<file path="src/rtl/riscv_fetch_unit.sv">
// Fetch stage for a RISC-V core: in-order word requests to instruction memory,
// a prefetch FIFO toward the core, and redirect handling that drops stale responses.
`timescale 1ns/1ps
module riscv_fetch_unit #(
  parameter int unsigned     XLEN     = 32,
  parameter int unsigned     DEPTH    = 4,
  parameter logic [XLEN-1:0] RESET_PC = '0
) (
  input  logic            clk,
  input  logic            rst,
  output logic            imem_req_valid,
  input  logic            imem_req_ready,
  output logic [XLEN-1:0] imem_req_addr,
  input  logic            imem_rsp_valid,
  input  logic [XLEN-1:0] imem_rsp_data,
  output logic            inst_valid,
  input  logic            inst_ready,
  output logic [XLEN-1:0] inst,
  output logic [XLEN-1:0] inst_pc,
  input  logic            redirect,
  input  logic [XLEN-1:0] redirect_pc
);

  localparam int unsigned PW = (DEPTH > 1) ? $clog2(DEPTH) : 1;
  localparam int unsigned CW = $clog2(DEPTH + 1);

  typedef enum logic [1:0] {S_IDLE, S_RUN, S_FLUSH} state_t;
  typedef logic [PW-1:0] ptr_t;
  typedef logic [CW-1:0] cnt_t;

  localparam logic [CW:0] FULL_CREDIT = (CW+1)'(DEPTH);

  state_t          r_state, w_state_nxt;
  logic [XLEN-1:0] r_pc;
  cnt_t            r_count, r_outstanding, r_drop_cnt;
  ptr_t            r_wr_ptr, r_rd_ptr, r_rq_wr_ptr, r_rq_rd_ptr;
  logic [XLEN-1:0] r_fifo_inst [DEPTH];
  logic [XLEN-1:0] r_fifo_pc   [DEPTH];
  logic [XLEN-1:0] r_rq_pc     [DEPTH];

  logic            w_req_fire, w_rsp_fire, w_rsp_drop, w_push, w_pop;
  logic [CW:0]     w_credit_used;
  cnt_t            w_drop_on_redirect;
  logic [1:0]      w_unused_pc_lsb;

  function automatic ptr_t ptr_inc(input ptr_t p);
    return (p == ptr_t'(DEPTH - 1)) ? '0 : p + 1'b1;
  endfunction

  assign w_unused_pc_lsb = redirect_pc[1:0];

  // Credits cover both buffered words and words still in flight, so a
  // response always finds a free FIFO slot.
  assign w_credit_used  = {1'b0, r_count} + {1'b0, r_outstanding};
  assign imem_req_valid = (r_state == S_RUN) && (w_credit_used < FULL_CREDIT) && !redirect;
  assign imem_req_addr  = r_pc;
  assign w_req_fire     = imem_req_valid && imem_req_ready;

  assign w_rsp_fire         = imem_rsp_valid && (r_outstanding != '0);
  assign w_rsp_drop         = (r_state == S_FLUSH) || redirect;
  assign w_push             = w_rsp_fire && !w_rsp_drop;
  assign w_drop_on_redirect = r_outstanding - cnt_t'(w_rsp_fire);

  assign inst_valid = (r_count != '0);
  assign w_pop      = inst_valid && inst_ready;
  assign inst       = inst_valid ? r_fifo_inst[r_rd_ptr] : '0;
  assign inst_pc    = inst_valid ? r_fifo_pc[r_rd_ptr]   : '0;

  always_comb begin
    w_state_nxt = r_state;
    unique case (r_state)
      S_IDLE:  w_state_nxt = S_RUN;
      S_RUN:   if (redirect && (w_drop_on_redirect != '0)) w_state_nxt = S_FLUSH;
      S_FLUSH: begin
        if (redirect)
          w_state_nxt = (w_drop_on_redirect != '0) ? S_FLUSH : S_RUN;
        else if (w_rsp_fire && (r_drop_cnt == cnt_t'(1)))
          w_state_nxt = S_RUN;
      end
      default: w_state_nxt = S_IDLE;
    endcase
  end

  always_ff @(posedge clk) begin
    if (!rst) begin
      r_state       <= S_IDLE;
      r_pc          <= RESET_PC;
      r_outstanding <= '0;
      r_drop_cnt    <= '0;
      r_count       <= '0;
      r_wr_ptr      <= '0;
      r_rd_ptr      <= '0;
      r_rq_wr_ptr   <= '0;
      r_rq_rd_ptr   <= '0;
    end else begin
      r_state <= w_state_nxt;

      if (redirect)        r_pc <= {redirect_pc[XLEN-1:2], 2'b00};
      else if (w_req_fire) r_pc <= r_pc + XLEN'(4);

      r_outstanding <= r_outstanding + cnt_t'(w_req_fire) - cnt_t'(w_rsp_fire);
      if (redirect)
        r_drop_cnt <= w_drop_on_redirect;
      else if (w_rsp_fire && (r_state == S_FLUSH))
        r_drop_cnt <= r_drop_cnt - 1'b1;

      // The request-PC queue survives a redirect: stale responses still retire its entries.
      if (w_req_fire) r_rq_wr_ptr <= ptr_inc(r_rq_wr_ptr);
      if (w_rsp_fire) r_rq_rd_ptr <= ptr_inc(r_rq_rd_ptr);

      if (redirect) begin
        r_count  <= '0;
        r_wr_ptr <= '0;
        r_rd_ptr <= '0;
      end else begin
        if (w_push) r_wr_ptr <= ptr_inc(r_wr_ptr);
        if (w_pop)  r_rd_ptr <= ptr_inc(r_rd_ptr);
        r_count <= r_count + cnt_t'(w_push) - cnt_t'(w_pop);
      end
    end
  end

  // NOTE: storage arrays are not reset; validity lives in the counters and the
  // outputs are masked to zero while the FIFO is empty.
  always_ff @(posedge clk) begin
    if (w_req_fire) r_rq_pc[r_rq_wr_ptr] <= r_pc;
    if (w_push) begin
      r_fifo_inst[r_wr_ptr] <= imem_rsp_data;
      r_fifo_pc[r_wr_ptr]   <= r_rq_pc[r_rq_rd_ptr];
    end
  end

  a_no_overflow: assert property (@(posedge clk) disable iff (!rst)
    w_push |-> (r_count < cnt_t'(DEPTH)));
  a_drop_bound: assert property (@(posedge clk) disable iff (!rst)
    r_drop_cnt <= r_outstanding);

endmodule
</file>
<file path="config.mk">
export PLATFORM = sky130hd
export DESIGN_NAME = riscv_fetch_unit
export DESIGN_NICKNAME = d
export VERILOG_FILES = /design/src/rtl/riscv_fetch_unit.sv
export SDC_FILE = /design/constraint.sdc
export NUM_CORES = 1
export LEC_CHECK = 0
export CAP_MARGIN = 20
export CORE_ASPECT_RATIO = 0.75
export CORE_MARGIN = 1
export CORE_UTILIZATION = 50
export DETAILED_ROUTE_END_ITERATION = 6
export PLACE_DENSITY = 0.67
export SETUP_SLACK_MARGIN = 0.2
export SKIP_LAST_GASP = 1
export SYNTH_ARGS = -nofsm -noshare
export SYNTH_HDL_FRONTEND = slang
export SYNTH_SLANG_ARGS = --single-unit
</file>
<file path="constraint.sdc">
create_clock -name clk -period 3.8 [get_ports clk]
set_clock_uncertainty 0.15 [all_clocks]
set_input_delay 0.57 -clock clk [delete_from_list [all_inputs] [get_ports clk]]
set_output_delay 0.57 -clock clk [all_outputs]
set_load 0.02 [all_outputs]
</file>
==> impl_metrics.ini, run 1 <==
[placement]
post-place-ws_ns = 0.579
dpl-instance-area_um2 = 19100
gp_congestion = 0.788
io_buffers = 161
dpl.hpwl_um = 22200
dp_cells = 1523

[grt]
gr-usage-all-layers = 0.210
first_global_vias = 8986
grt_overflow = 0
antenna_found_initial = 1
grt_max_degree = 63
grt_pass1_wl_um = 53800

[die]
start_util = 0.513
die_h_um = 161
num_rows = 57
fp.dieArea_um2 = 34200
core_um2 = 32700
num_io_pins = 168
die_x_um = 213

[drt]
dr_total_vias = 8975
routed_wl_um = 35000
firstDrtPassIters = 6
post_drt_via_cell_ratio = 5.61
drt-initial-drc-count = 725
ant_nets = 0
wl_per_cell_um = 21.9
drc = 0

[cells_and_area]
drive_above_1_share = 0.182
fin_area_um2 = 20500
area_growth_pct = 22.4
layout_common_cells = edfxtp_1, clkdlybuf4s50_1, mux4_2, and2_1, nand2_1
final_util = 0.628
antenna_cells = 0
instances_no_fill = 1599
layout_commonest_cell = edfxtp_1
nets = 1218

[hold_path]
holdCritPathClass = reg2reg
hold_path_startpoint = r_rd_ptr[1]
holdPathStages = 2

[clock_network]
htree_levels = 2
cts_root_buffer = clkbuf_16
cts_tree = yes
clk_path_buf_depth = 3
clkSinkCount = 421
clk_pin_slew_ns = 0.06
clkLatencyLatePin_ns = 0.54
postCtsHoldBufs = 0
cts_buffers = 41

[yosys]
syn_area_per_cell_um2 = 18.0
synth_edf_count = 368
ys_ff_latch = 421
synthArstFlopShare = 0
synth_top_family_by_area = multiplexers
synth_compound_gate_area_share = 0.0343
yosys_most_used_dff = edfxtp_1
synthCells = 930
yosysWarnings = 0
yosys.area_share.adder = 0.0181
yosysSeqAreaShare = 0.723
synth_mux_area_frac = 0.128
syn_area_um2 = 16800
synthXorXnorAreaFrac = 0.00627
ys_types = 63
yosys.area_share.simple = 0.0717

[setup_path]
rrSetupSlack_ns = 1.06
cp.arrival_ns = 2.67
r2r_end = r_outstanding[2]
start_kind = flop
r2r_start = r_outstanding[1]
worst_ep_required_time_ns = 3.08
worstSetupEndpointType = output port
worstSetupPathType = reg2out
r2r_cells = 9
cp_max_fo = 12

[sta]
worstMarginPinSlew_ns = 0.867
worst_slack_ns = 0.412
period_share = 0.892
setup_violations = 0
slew_violations = 0
finalCriticalPeriod_ns = 3.39
fin_tns_setup_ns = 0
hold_viol = 0
max_slew_margin = 0.422
max_freq_ghz = 0.295
rsz0062_at_grt = no

[power]
power_per_cell_area_nw_per_um2 = 547
leakagePower_nw = 6.61
ir_worst_vdd_v = 0.000303

[run]
cap_violations = 0

[status]
outcome = finished, final reports clean
==> flip-flops by register name, indices dropped and copies added (netlist names), named ones only <==
signal         cells
r_count            3
r_rd_ptr           2
r_fifo_pc        120
r_rq_pc          120
r_rq_wr_ptr        2
r_outstanding      3
r_rq_rd_ptr        2
r_wr_ptr           2
r_state            2
r_fifo_inst      128
r_drop_cnt         3
imem_req_addr     30
==> cell families (layout without fill, tap and decap cells) <==
kind of cell / after synthesis / after routing
AOI/OAI and AO/OA: 91 / 91
xor gates and xnor gates: 12 / 12
adders and majority gates: 23 / 23
buffers and inverters: 72 / 296
DFF: 421 / 421
muxes: 98 / 98
other: 1 / 4
and+or+nand+nor: 212 / 212
==> synthesized netlist by cell type, types with 2 or more instances <==
library cell	count	area (um^2)
a211oi_1	5	37.5
inv_1	22	82.6
xor2_1	3	26.3
nor4_2	3	37.5
or2_2	2	12.5
nor2_1	23	86.3
mux4_2	92	2070
xnor2_1	9	78.8
buf_2	11	55.1
nand2_1	51	191
o31a_1	2	17.5
nand4_1	10	62.6
nor2b_1	2	12.5
o21ai_0	16	80.1
nor4_1	4	25.0
ha_1	21	263
clkbuf_1	29	109
and4_1	3	26.3
fa_1	2	40.0
and2_1	76	475
dfxtp_1	53	1060
inv_2	2	7.51
nor3_1	9	45.0
mux2_2	4	45.0
edfxtp_1	368	11100
buf_4	4	30.0
nand3_1	10	50.1
a21oi_1	36	180
and3_1	7	43.8
buf_6	2	22.5
or3_1	3	18.8
o21a_1	5	37.5
mux2_1	2	22.5
a311oi_1	2	17.5
a31oi_1	7	43.8
a32oi_1	3	26.3
==> stage by stage <==
stage / hold WS [ns] / total power (W)
3_5_place_dp: 0.313 / 0.00729
3_3_place_gp: 0.311 / 0.00725
5_1_grt: 0.360 / 0.0117
4_1_cts: 0.322 / 0.0113
6_report: 0.321 / 0.0112
2_1_floorplan: 0.304 / 0.00661
==> final cells by class <==
| cell class | count | area [um^2] |
|---|---|---|
| Clock inverter | 26 | 241 |
| Sequential cell | 421 | 12100 |
| Clock buffer | 49 | 1110 |
| Inverter | 25 | 93.8 |
| Timing Repair Buffer | 196 | 2040 |
| Multi-Input combinational cell | 440 | 4340 |
| Tap cell | 442 | 553 |
| Fill cell | 2387 | 12200 |
==> worst max path at each step <==
| stage | from | endpoint | slack (ns) |
|---|---|---|---|
| 3_5_place_dp | redirect | r_outstanding[2] | 0.58 |
| 4_1_cts | flop | inst_pc[27] | 0.34 |
| 3_3_place_gp | redirect | r_outstanding[2] | 0.59 |
| 6_report | flop | inst_pc[29] | 0.41 |
| 2_1_floorplan | redirect | r_fifo_inst[0][0] | 0.70 |
| 5_1_grt | flop | inst_pc[25] | 0.29 |
==> per-layer routing <==
| metal | part of all wire | up-vias | GRT usage |
|---|---|---|---|
| met5 | 0 | - | 0 |
| met2 | 0.47 | 304 | 0.330 |
| met1 | 0.44 | 4561 | 0.310 |
| li1 | - | 4064 | - |
| met4 | 0.017 | 0 | 0.0503 |
| met3 | 0.068 | 46 | 0.0356 |
==> what timing repair did <==
item	CTS	global route
setup buffers	1	0
resized for setup	0	0
endpoints found under the setup margin	7	0
==> critical path, stage by stage, from the launching register on <==
cell and delay [ns]:
dfxtp_4 0.57, buf_4 0.29, mux4_2 0.52, and2_1 0.17
clkdlybuf4s50_1 0.57
==> where the power goes <==
| group | leakage [nW] | switching (W) | internal [W] | total (W) |
|---|---|---|---|---|
| Sequential | 3.78 | 0.000177 | 0.00538 | 0.00555 |
| Combinational | 2.17 | 0.000836 | 0.000780 | 0.00162 |
| Clock | 0.664 | 0.00164 | 0.00241 | 0.00405 |
(Power assumes the default switching activity.)
==> inputs of run 2 (changes only) <==
--- a/config.mk
+++ b/config.mk
@@ -13,6 +13,7 @@
 export PLACE_DENSITY = 0.67
 export SETUP_SLACK_MARGIN = 0.2
 export SKIP_LAST_GASP = 1
+export SLEW_MARGIN = 20
 export SYNTH_ARGS = -nofsm -noshare
 export SYNTH_HDL_FRONTEND = slang
 export SYNTH_SLANG_ARGS = --single-unit
==> results of run 2 <==
No change in the layout: final DEF, timing and power equal those of run 1.
